<file path="src/rtl/ps2_pkg.sv">
// Shared constants, state encoding and parity helper for the PS/2 keyboard receiver.
// Imported by the interface, the buffer FIFO and the receiver top.
package ps2_pkg;

  localparam int FRAME_BITS = 11;
  localparam int CODE_W     = 8;
  localparam int ENTRY_W    = 10;
  // Everything after the start bit: 8 data bits, parity, stop.
  localparam int SHIFT_BITS = FRAME_BITS - 1;

  localparam logic [CODE_W-1:0] PREFIX_EXT = 8'hE0;
  localparam logic [CODE_W-1:0] PREFIX_BRK = 8'hF0;

  typedef enum logic [1:0] {
    IDLE,
    SHIFT,
    CHECK
  } ps2_state_t;

  function automatic logic frameParityOk(input logic [CODE_W:0] data_parity);
    return ^data_parity;
  endfunction

endpackage

</file>
<file path="src/rtl/ps2_keyboard_receiver_if.sv">
// Consumer-side bus of the PS/2 receiver: FIFO head, ready/received handshake and error flags.
// The receiver drives it through the master modport; the CPU/peripheral side uses slave.
interface ps2_keyboard_receiver_if
  import ps2_pkg::*;
#(
  parameter int FIFO_DEPTH = 8
) ();

  localparam int COUNT_W = $clog2(FIFO_DEPTH + 1);

  logic [ENTRY_W-1:0] oKey_Data_Out;
  logic               oData_Ready;
  logic               iData_Received;
  logic [COUNT_W-1:0] oFifo_Count;
  logic               oParity_Error;
  logic               oFrame_Error;
  logic               oOverflow;
  logic               iClear_Errors;

  modport master (
    output oKey_Data_Out,
    output oData_Ready,
    output oFifo_Count,
    output oParity_Error,
    output oFrame_Error,
    output oOverflow,
    input  iData_Received,
    input  iClear_Errors
  );

  modport slave (
    input  oKey_Data_Out,
    input  oData_Ready,
    input  oFifo_Count,
    input  oParity_Error,
    input  oFrame_Error,
    input  oOverflow,
    output iData_Received,
    output iClear_Errors
  );

endinterface

</file>
<file path="src/rtl/ps2_keyboard_receiver_sync_fifo.sv">
// Show-ahead synchronous FIFO buffering decoded scan-code entries.
// A push into a full FIFO is only accepted when a pop happens in the same cycle.
module sync_fifo
  import ps2_pkg::*;
#(
  parameter int WIDTH = ENTRY_W,
  parameter int DEPTH = 8
) (
  input  logic                       Clock,
  input  logic                       Reset,
  input  logic                       push,
  input  logic                       pop,
  input  logic [WIDTH-1:0]           wr_data,
  output logic [WIDTH-1:0]           rd_data,
  output logic                       full,
  output logic                       empty,
  output logic [$clog2(DEPTH+1)-1:0] count
);

  localparam int PTR_W   = $clog2(DEPTH);
  localparam int COUNT_W = $clog2(DEPTH + 1);

  logic [WIDTH-1:0] mem [DEPTH];
  logic [PTR_W-1:0] wr_ptr;
  logic [PTR_W-1:0] rd_ptr;
  logic             do_push;
  logic             do_pop;

  assign full    = (count == COUNT_W'(DEPTH));
  assign empty   = (count == '0);
  assign do_pop  = pop & ~empty;
  assign do_push = push & (~full | do_pop);
  assign rd_data = mem[rd_ptr];

  // Storage is left unreset; the pointers alone decide which entries are live.
  always_ff @(posedge Clock) begin
    if (!Reset && do_push) begin
      mem[wr_ptr] <= wr_data;
    end
  end

  always_ff @(posedge Clock) begin
    if (Reset) begin
      wr_ptr <= '0;
      rd_ptr <= '0;
      count  <= '0;
    end else begin
      if (do_push) wr_ptr <= wr_ptr + 1'b1;
      if (do_pop)  rd_ptr <= rd_ptr + 1'b1;
      case ({do_push, do_pop})
        2'b10:   count <= count + 1'b1;
        2'b01:   count <= count - 1'b1;
        default: count <= count;
      endcase
    end
  end

endmodule

</file>
<file path="src/rtl/ps2_keyboard_receiver.sv">
// PS/2 keyboard receiver: pin synchronisers, clock deglitch filter, frame FSM,
// E0/F0 prefix decode and a FIFO of {break, extended, code} entries.
module ps2_keyboard_receiver
  import ps2_pkg::*;
#(
  parameter int FIFO_DEPTH    = 8,
  parameter int SYNC_STAGES   = 2,
  parameter int FILTER_LEN    = 4,
  parameter int TIMEOUT_CYC   = 5000,
  parameter int DECODE_PREFIX = 1
) (
  input  logic Clock,
  input  logic Reset,
  input  logic iKey_Clock,
  input  logic iKey_Data_In,
  ps2_keyboard_receiver_if.master bus
);

  localparam int FILT_W  = $clog2(FILTER_LEN + 1);
  localparam int TIME_W  = $clog2(TIMEOUT_CYC + 1);
  localparam int CNT_W   = $clog2(SHIFT_BITS);
  localparam int COUNT_W = $clog2(FIFO_DEPTH + 1);

  logic [SYNC_STAGES-1:0] clk_sync;
  logic [SYNC_STAGES-1:0] data_sync;
  logic                   clk_synced;
  logic                   data_synced;
  logic                   kbd_clk_filt;
  logic                   filt_prev;
  logic [FILT_W-1:0]      filt_cnt;
  logic                   kbd_edge;

  ps2_state_t            state, state_next;
  logic [CNT_W-1:0]      bit_cnt, bit_cnt_next;
  logic [SHIFT_BITS-1:0] shift_reg, shift_next;
  logic [TIME_W-1:0]     timer, timer_next;
  logic                  ext_flag, ext_next;
  logic                  brk_flag, brk_next;
  logic                  set_frame;
  logic                  set_parity;
  logic                  push_code;

  logic [CODE_W-1:0]     code;
  logic                  stop_bit;
  logic                  parity_ok;

  logic [ENTRY_W-1:0]    fifo_head;
  logic                  fifo_full;
  logic                  fifo_empty;
  logic [COUNT_W-1:0]    fifo_count;
  logic                  pop_ok;
  logic                  parity_err;
  logic                  frame_err;
  logic                  overflow;

  // Both pins reset to the idle-high level so leaving reset never looks like a fall.
  always_ff @(posedge Clock) begin
    if (Reset) begin
      clk_sync  <= '1;
      data_sync <= '1;
    end else begin
      clk_sync  <= {clk_sync[SYNC_STAGES-2:0], iKey_Clock};
      data_sync <= {data_sync[SYNC_STAGES-2:0], iKey_Data_In};
    end
  end

  assign clk_synced  = clk_sync[SYNC_STAGES-1];
  assign data_synced = data_sync[SYNC_STAGES-1];

  always_ff @(posedge Clock) begin
    if (Reset) begin
      kbd_clk_filt <= 1'b1;
      filt_prev    <= 1'b1;
      filt_cnt     <= '0;
    end else begin
      filt_prev <= kbd_clk_filt;
      if (clk_synced == kbd_clk_filt) begin
        filt_cnt <= '0;
      end else if (filt_cnt == FILT_W'(FILTER_LEN - 1)) begin
        kbd_clk_filt <= clk_synced;
        filt_cnt     <= '0;
      end else begin
        filt_cnt <= filt_cnt + 1'b1;
      end
    end
  end

  assign kbd_edge = filt_prev & ~kbd_clk_filt;

  assign code      = shift_reg[CODE_W-1:0];
  assign stop_bit  = shift_reg[SHIFT_BITS-1];
  assign parity_ok = frameParityOk(shift_reg[CODE_W:0]);

  always_ff @(posedge Clock) begin
    if (Reset) begin
      state     <= IDLE;
      bit_cnt   <= '0;
      shift_reg <= '0;
      timer     <= '0;
      ext_flag  <= 1'b0;
      brk_flag  <= 1'b0;
    end else begin
      state     <= state_next;
      bit_cnt   <= bit_cnt_next;
      shift_reg <= shift_next;
      timer     <= timer_next;
      ext_flag  <= ext_next;
      brk_flag  <= brk_next;
    end
  end

  always_comb begin
    state_next   = state;
    bit_cnt_next = bit_cnt;
    shift_next   = shift_reg;
    timer_next   = timer;
    ext_next     = ext_flag;
    brk_next     = brk_flag;
    set_frame    = 1'b0;
    set_parity   = 1'b0;
    push_code    = 1'b0;

    case (state)
      IDLE: begin
        if (kbd_edge) begin
          if (!data_synced) begin
            state_next   = SHIFT;
            bit_cnt_next = '0;
            timer_next   = '0;
          end else begin
            set_frame = 1'b1;
          end
        end
      end

      SHIFT: begin
        if (kbd_edge) begin
          shift_next = {data_synced, shift_reg[SHIFT_BITS-1:1]};
          timer_next = '0;
          if (bit_cnt == CNT_W'(SHIFT_BITS - 1)) begin
            state_next = CHECK;
          end else begin
            bit_cnt_next = bit_cnt + 1'b1;
          end
        end else if (timer == TIME_W'(TIMEOUT_CYC - 1)) begin
          // A silent keyboard mid-frame loses the frame and any pending prefix.
          set_frame  = 1'b1;
          state_next = IDLE;
          ext_next   = 1'b0;
          brk_next   = 1'b0;
        end else begin
          timer_next = timer + 1'b1;
        end
      end

      CHECK: begin
        state_next = IDLE;
        if (!stop_bit) begin
          set_frame = 1'b1;
          ext_next  = 1'b0;
          brk_next  = 1'b0;
        end else if (!parity_ok) begin
          set_parity = 1'b1;
          ext_next   = 1'b0;
          brk_next   = 1'b0;
        end else if ((DECODE_PREFIX != 0) && (code == PREFIX_EXT)) begin
          ext_next = 1'b1;
        end else if ((DECODE_PREFIX != 0) && (code == PREFIX_BRK)) begin
          brk_next = 1'b1;
        end else begin
          push_code = 1'b1;
          ext_next  = 1'b0;
          brk_next  = 1'b0;
        end
      end

      default: state_next = IDLE;
    endcase
  end

  sync_fifo #(
    .WIDTH (ENTRY_W),
    .DEPTH (FIFO_DEPTH)
  ) u_fifo (
    .Clock   (Clock),
    .Reset   (Reset),
    .push    (push_code),
    .pop     (bus.iData_Received),
    .wr_data ({brk_flag, ext_flag, code}),
    .rd_data (fifo_head),
    .full    (fifo_full),
    .empty   (fifo_empty),
    .count   (fifo_count)
  );

  assign pop_ok = bus.iData_Received & ~fifo_empty;

  // A same-cycle set beats the clear request so no error event is ever lost.
  always_ff @(posedge Clock) begin
    if (Reset) begin
      parity_err <= 1'b0;
      frame_err  <= 1'b0;
      overflow   <= 1'b0;
    end else begin
      parity_err <= set_parity | (parity_err & ~bus.iClear_Errors);
      frame_err  <= set_frame | (frame_err & ~bus.iClear_Errors);
      overflow   <= (push_code & fifo_full & ~pop_ok) | (overflow & ~bus.iClear_Errors);
    end
  end

  assign bus.oKey_Data_Out = fifo_empty ? '0 : fifo_head;
  assign bus.oData_Ready   = ~fifo_empty;
  assign bus.oFifo_Count   = fifo_count;
  assign bus.oParity_Error = parity_err;
  assign bus.oFrame_Error  = frame_err;
  assign bus.oOverflow     = overflow;

endmodule

</file>
<file path="src/flat_wrapper.sv">
// flat-port wrapper written by rule: the top's interface ports become plain ports
module ps2_keyboard_receiver_flat import ps2_pkg::*;
#(
  parameter int FIFO_DEPTH    = 8,
  parameter int SYNC_STAGES   = 2,
  parameter int FILTER_LEN    = 4,
  parameter int TIMEOUT_CYC   = 5000,
  parameter int DECODE_PREFIX = 1
)
  (Clock, Reset, iKey_Clock, iKey_Data_In, bus_oKey_Data_Out, bus_oData_Ready, bus_oFifo_Count, bus_oParity_Error, bus_oFrame_Error, bus_oOverflow, bus_iData_Received, bus_iClear_Errors);
  ps2_keyboard_receiver_if #(.FIFO_DEPTH(FIFO_DEPTH)) bus_i ();
  input  logic Clock;
  input  logic Reset;
  input  logic iKey_Clock;
  input  logic iKey_Data_In;
  output wire logic [$bits(bus_i.oKey_Data_Out)-1:0] bus_oKey_Data_Out;
  output wire logic [$bits(bus_i.oData_Ready)-1:0] bus_oData_Ready;
  output wire logic [$bits(bus_i.oFifo_Count)-1:0] bus_oFifo_Count;
  output wire logic [$bits(bus_i.oParity_Error)-1:0] bus_oParity_Error;
  output wire logic [$bits(bus_i.oFrame_Error)-1:0] bus_oFrame_Error;
  output wire logic [$bits(bus_i.oOverflow)-1:0] bus_oOverflow;
  input wire logic [$bits(bus_i.iData_Received)-1:0] bus_iData_Received;
  input wire logic [$bits(bus_i.iClear_Errors)-1:0] bus_iClear_Errors;
  assign bus_oKey_Data_Out = bus_i.oKey_Data_Out;
  assign bus_oData_Ready = bus_i.oData_Ready;
  assign bus_oFifo_Count = bus_i.oFifo_Count;
  assign bus_oParity_Error = bus_i.oParity_Error;
  assign bus_oFrame_Error = bus_i.oFrame_Error;
  assign bus_oOverflow = bus_i.oOverflow;
  assign bus_i.iData_Received = bus_iData_Received;
  assign bus_i.iClear_Errors = bus_iClear_Errors;
  ps2_keyboard_receiver #(.FIFO_DEPTH(FIFO_DEPTH), .SYNC_STAGES(SYNC_STAGES), .FILTER_LEN(FILTER_LEN), .TIMEOUT_CYC(TIMEOUT_CYC), .DECODE_PREFIX(DECODE_PREFIX)) u_core (.Clock(Clock), .Reset(Reset), .iKey_Clock(iKey_Clock), .iKey_Data_In(iKey_Data_In), .bus(bus_i));
endmodule
</file>
<file path="config.mk">
export PLATFORM = sky130hd
export DESIGN_NAME = ps2_keyboard_receiver_flat
export DESIGN_NICKNAME = d
export VERILOG_FILES = /design/src/rtl/ps2_pkg.sv /design/src/rtl/ps2_keyboard_receiver_if.sv /design/src/rtl/ps2_keyboard_receiver_sync_fifo.sv /design/src/rtl/ps2_keyboard_receiver.sv /design/src/flat_wrapper.sv
export SDC_FILE = /design/constraint.sdc
export NUM_CORES = 1
export LEC_CHECK = 0
export ABC_CLOCK_PERIOD_IN_PS = 4150
export CAP_MARGIN = 15
export CELL_PAD_IN_SITES_DETAIL_PLACEMENT = 1
export CELL_PAD_IN_SITES_GLOBAL_PLACEMENT = 2
export CORE_UTILIZATION = 45
export CTS_BUF_LIST = sky130_fd_sc_hd__clkbuf_4 sky130_fd_sc_hd__clkbuf_8
export DETAILED_ROUTE_END_ITERATION = 8
export PLACE_DENSITY = 0.93
export SYNTH_ARGS = -nofsm -noshare
export SYNTH_HDL_FRONTEND = slang
export SYNTH_HIERARCHICAL = 1
export SYNTH_SLANG_ARGS = --single-unit
</file>
<file path="constraint.sdc">
create_clock -name Clock -period 4.15 [get_ports Clock]
set_input_delay 0.415 -clock Clock [delete_from_list [all_inputs] [get_ports Clock]]
set_output_delay 0.415 -clock Clock [all_outputs]
set_load 0.1 [all_outputs]
</file>
==> run_results.csv, run 1 <==
group,metric,value,unit
synthesis,synth_cell_type_count,59,
run,max_cap_viol_count,0,
power,p_total,3.90,mW
synthesis,yosys_warnings,6,
sta,setup_tns,0,ns
place,place_congestion,0.733,
power,power.density,581,nW/um^2
synthesis,synth_most_common_cell,"edfxtp_1",
finish,largest_register_ffs,80,
place,placed_cell_area,6340,um^2
finish,num_antenna_cells,0,
min_path,hp-start,"u_core/data_sync[0]$_SDFF_PP1_",
synthesis,syn-instance-count,446,
power,ir_worst_vdd,278,uV
finish,area_growth,13.8,%
clock_tree,post_cts_resized,0,
detailed_routing,avgViaCountPerCell,5.30,
detailed_routing,drt_iter0_markers,133,
synthesis,netlist_area,5900,um^2
clock_tree,cts_hold_buf,0,
sta,setup_viol,0,
die,io_pins,24,
setup_path,cp-end-kind,"flop",
sta,slew_viol_final,0,
synthesis,synth_edf_count,80,
min_path,min_to,"u_core/data_sync[1]$_SDFF_PP1_",
min_path,hold-path-cell-count,1,
finish,design_area,6710,um^2
grt,overflow,0,
die,rows,41,
grt,grt_max_degree,21,
power,p_int,2.33,mW
setup_path,critPathMaxFanout,12,
synthesis,syn-num-nets,467,
grt,groute.usage.overall,21.0,%
sta,slew_headroom,30.6,%
place,dpl_worst_slack,0.528,ns
setup_path,arrival,4.03,ns
clock_tree,clockRootBuffer,"clkbuf_8",
clock_tree,clk_latency,0.44,ns
synthesis,yosysTopAreaCell,"edfxtp_1",
die,start_util,46.4,%
sta,finClkSkew,0.00641,ns
sta,tightest_slew,1.04,ns
finish,nets,503,
setup_path,r2r_setup_slack,0.50,ns
detailed_routing,postRouteAntennaNets,0,
power,seq_power_share,38.3,%
sta,setup_ws,0.501,ns
place,io_buffers,23,
sta,finalHoldViolations,0,
setup_path,crit_type,"reg2reg",
power,netSwitchingFraction,40.4,%
synthesis,yosys_most_used_dff,"edfxtp_1",
synthesis,synth_top_area_share,40.7,%
power,power_switching,1.58,mW
detailed_routing,wirelength,12.5,mm
die,die_w,117,um
detailed_routing,drt-pass1-iter-count,4,
min_path,hold_path.class,"reg2reg",
die,die_height,117,um
clock_tree,clk_pin_slew,0.08,ns
run_status,outcome,"complete, no violations",
synthesis,ys_top_cells_by_area,"edfxtp_1 41%, dfxtp_1 19%, mux4_2 7.6%, ha_1 3.0%, nor2_1 2.7%",
place,dp_cells,635,
finish,stdcell_count,667,
synthesis,ys_top_cells_by_count,"80 x edfxtp_1, 56 x dfxtp_1, 43 x nor2_1",
sta,holdWs,0.413,ns
detailed_routing,vias,3533,
die,dieArea,13600,um^2
synthesis,ys_async_sr_fraction,0,%
sta,period_share,87.9,%
clock_tree,cts_buffer_depth,2,
grt,antenna_found_initial,0,
setup_path,cp-start-kind,"flop",
synthesis,seq_area_frac_synth,59.7,%
finish,post-route-util,52.8,%
place,dp_hpwl,8.66,mm
synthesis,syn_avg_cell_area,13.2,um^2
clock_tree,cts_max_level,4,
sta,rsz0062_at_grt,"false",
setup_path,cp.required,4.53,ns
die,coreArea,12700,um^2
sta,max_freq,274,MHz
clock_tree,cts_tree,"built",
setup_path,reg2reg_to,"u_core/u_fifo/count[3]$_SDFFE_PP0P_",
power,share_comb_of_total_power,35.5,%
finish,final_layout_size_suffix_gt1_share,21.6,%
synthesis,synth_seq_cells,136,
detailed_routing,route.detailed.drc,0,
clock_tree,post-cts-setup-buffers,0,
setup_path,worst_r2r_startpoint,"u_core/shift_reg[0]$_SDFFE_PP0P_",
power,leakage,2.27,nW
power,clock_power_share,26.2,%
grt,grt_pass1_vias,3887,
detailed_routing,wl_per_cell,18.8,um
setup_path,worstRegToRegCells,13,
clock_tree,cts_inserted_buffers,17,
grt,grt_pass1_wl,20.4,mm
clock_tree,cts.sinks,136,
sta,fin_crit,3.65,ns
## routing by layer
layer | global-route usage, % | vias to the layer above | wire length, um
met5 | 0 | - | 0
met4 | 8.63 | 0 | 220
met3 | 5.03 | 21 | 293
met2 | 37.6 | 54 | 6750
met1 | 23.9 | 1759 | 5290
li1 | - | 1699 | -
## placed cells by master, fill, tap and decap left out, types with 10 or more instances in the layout
master and instances:
mux2_2 10, xnor2_1 10, clkbuf_8 18, inv_1 19
xor2_1 10, dfxtp_1 56, nor2b_1 14, mux4_2 20
nor2_1 43, nand3_1 10, clkdlybuf4s50_1 13, a21oi_1 16
edfxtp_1 80, nand2_1 38, ha_1 14, buf_4 22
## area by class of cell
type	count	area (um^2)
inverter	19	71.3
timing repair buffer	35	295
multi-input combinational	273	2230
fill	1321	6010
tap	172	215
clock inverter	13	123
sequential	136	3520
clock buffer	19	255
## logic make-up after synthesis
kind of cell / after synthesis / share of synthesized area, %
XOR/XNOR: 21 / 3.35
multiplexers: 37 / 10.7
flip-flops: 136 / 59.7
buffers and inverters: 37 / 2.67
AND/OR/NAND/NOR: 151 / 13.0
AO/OA/AOI/OAI: 49 / 7.25
adder cells (fa/ha/maj): 15 / 3.31
## worst max-delay path by stage
stage                                          end                              from  cells past startpoint  slack [ns]
4_1_cts        u_core/u_fifo/count[3]$_SDFFE_PP0P_  u_core/shift_reg[0]$_SDFFE_PP0P_                     13        0.52
3_5_place_dp   u_core/u_fifo/count[3]$_SDFFE_PP0P_  u_core/shift_reg[0]$_SDFFE_PP0P_                     13        0.53
2_1_floorplan    u_core/u_fifo/mem[0][0]$_DFFE_PP_  u_core/shift_reg[0]$_SDFFE_PP0P_                     10        0.57
3_3_place_gp   u_core/u_fifo/count[3]$_SDFFE_PP0P_  u_core/shift_reg[1]$_SDFFE_PP0P_                     13        0.75
5_1_grt        u_core/u_fifo/count[3]$_SDFFE_PP0P_  u_core/shift_reg[0]$_SDFFE_PP0P_                     13        0.19
6_report       u_core/u_fifo/count[3]$_SDFFE_PP0P_  u_core/shift_reg[0]$_SDFFE_PP0P_                     13        0.50
## power groups by stage
stage / clock [mW] / sequential [mW] / combinational [mW]
floorplan: 0 / 1.59 / 1.05
global placement: 0 / 1.52 / 1.36
detailed placement: 0 / 1.52 / 1.40
CTS: 1.05 / 1.50 / 1.40
global route: 1.10 / 1.50 / 1.45
finish: 1.02 / 1.49 / 1.39
## critical path: stages (launching register included)
cell and delay [ns]:
dfxtp_1 0.51, inv_1 0.09, ha_1 0.33, xnor3_1 0.35
xnor2_1 0.15, nor2_1 0.21, and2_1 0.51, or2_1 0.23
inv_1 0.07, ha_1 0.32, a21oi_1 0.30, nor4bb_1 0.28
o21bai_1 0.11, a31oi_1 0.12
Power figures use the tool's default switching activity.
==> run 2: changes to the inputs <==
--- a/config.mk
+++ b/config.mk
@@ -6,7 +6,7 @@
 export NUM_CORES = 1
 export LEC_CHECK = 0
 export ABC_CLOCK_PERIOD_IN_PS = 4150
-export CAP_MARGIN = 15
+export CAP_MARGIN = 20
 export CELL_PAD_IN_SITES_DETAIL_PLACEMENT = 1
 export CELL_PAD_IN_SITES_GLOBAL_PLACEMENT = 2
 export CORE_UTILIZATION = 45
==> results of run 2 <==
No change in the layout: final DEF, timing and power equal those of run 1.
==> run 3: changes to the inputs <==
--- a/config.mk
+++ b/config.mk
@@ -11,6 +11,7 @@
 export CELL_PAD_IN_SITES_GLOBAL_PLACEMENT = 2
 export CORE_UTILIZATION = 45
 export CTS_BUF_LIST = sky130_fd_sc_hd__clkbuf_4 sky130_fd_sc_hd__clkbuf_8
+export CTS_CLUSTER_DIAMETER = 120
 export DETAILED_ROUTE_END_ITERATION = 8
 export PLACE_DENSITY = 0.93
 export SYNTH_ARGS = -nofsm -noshare
==> results of run 3 <==
No change in the layout: final DEF, timing and power equal those of run 1.
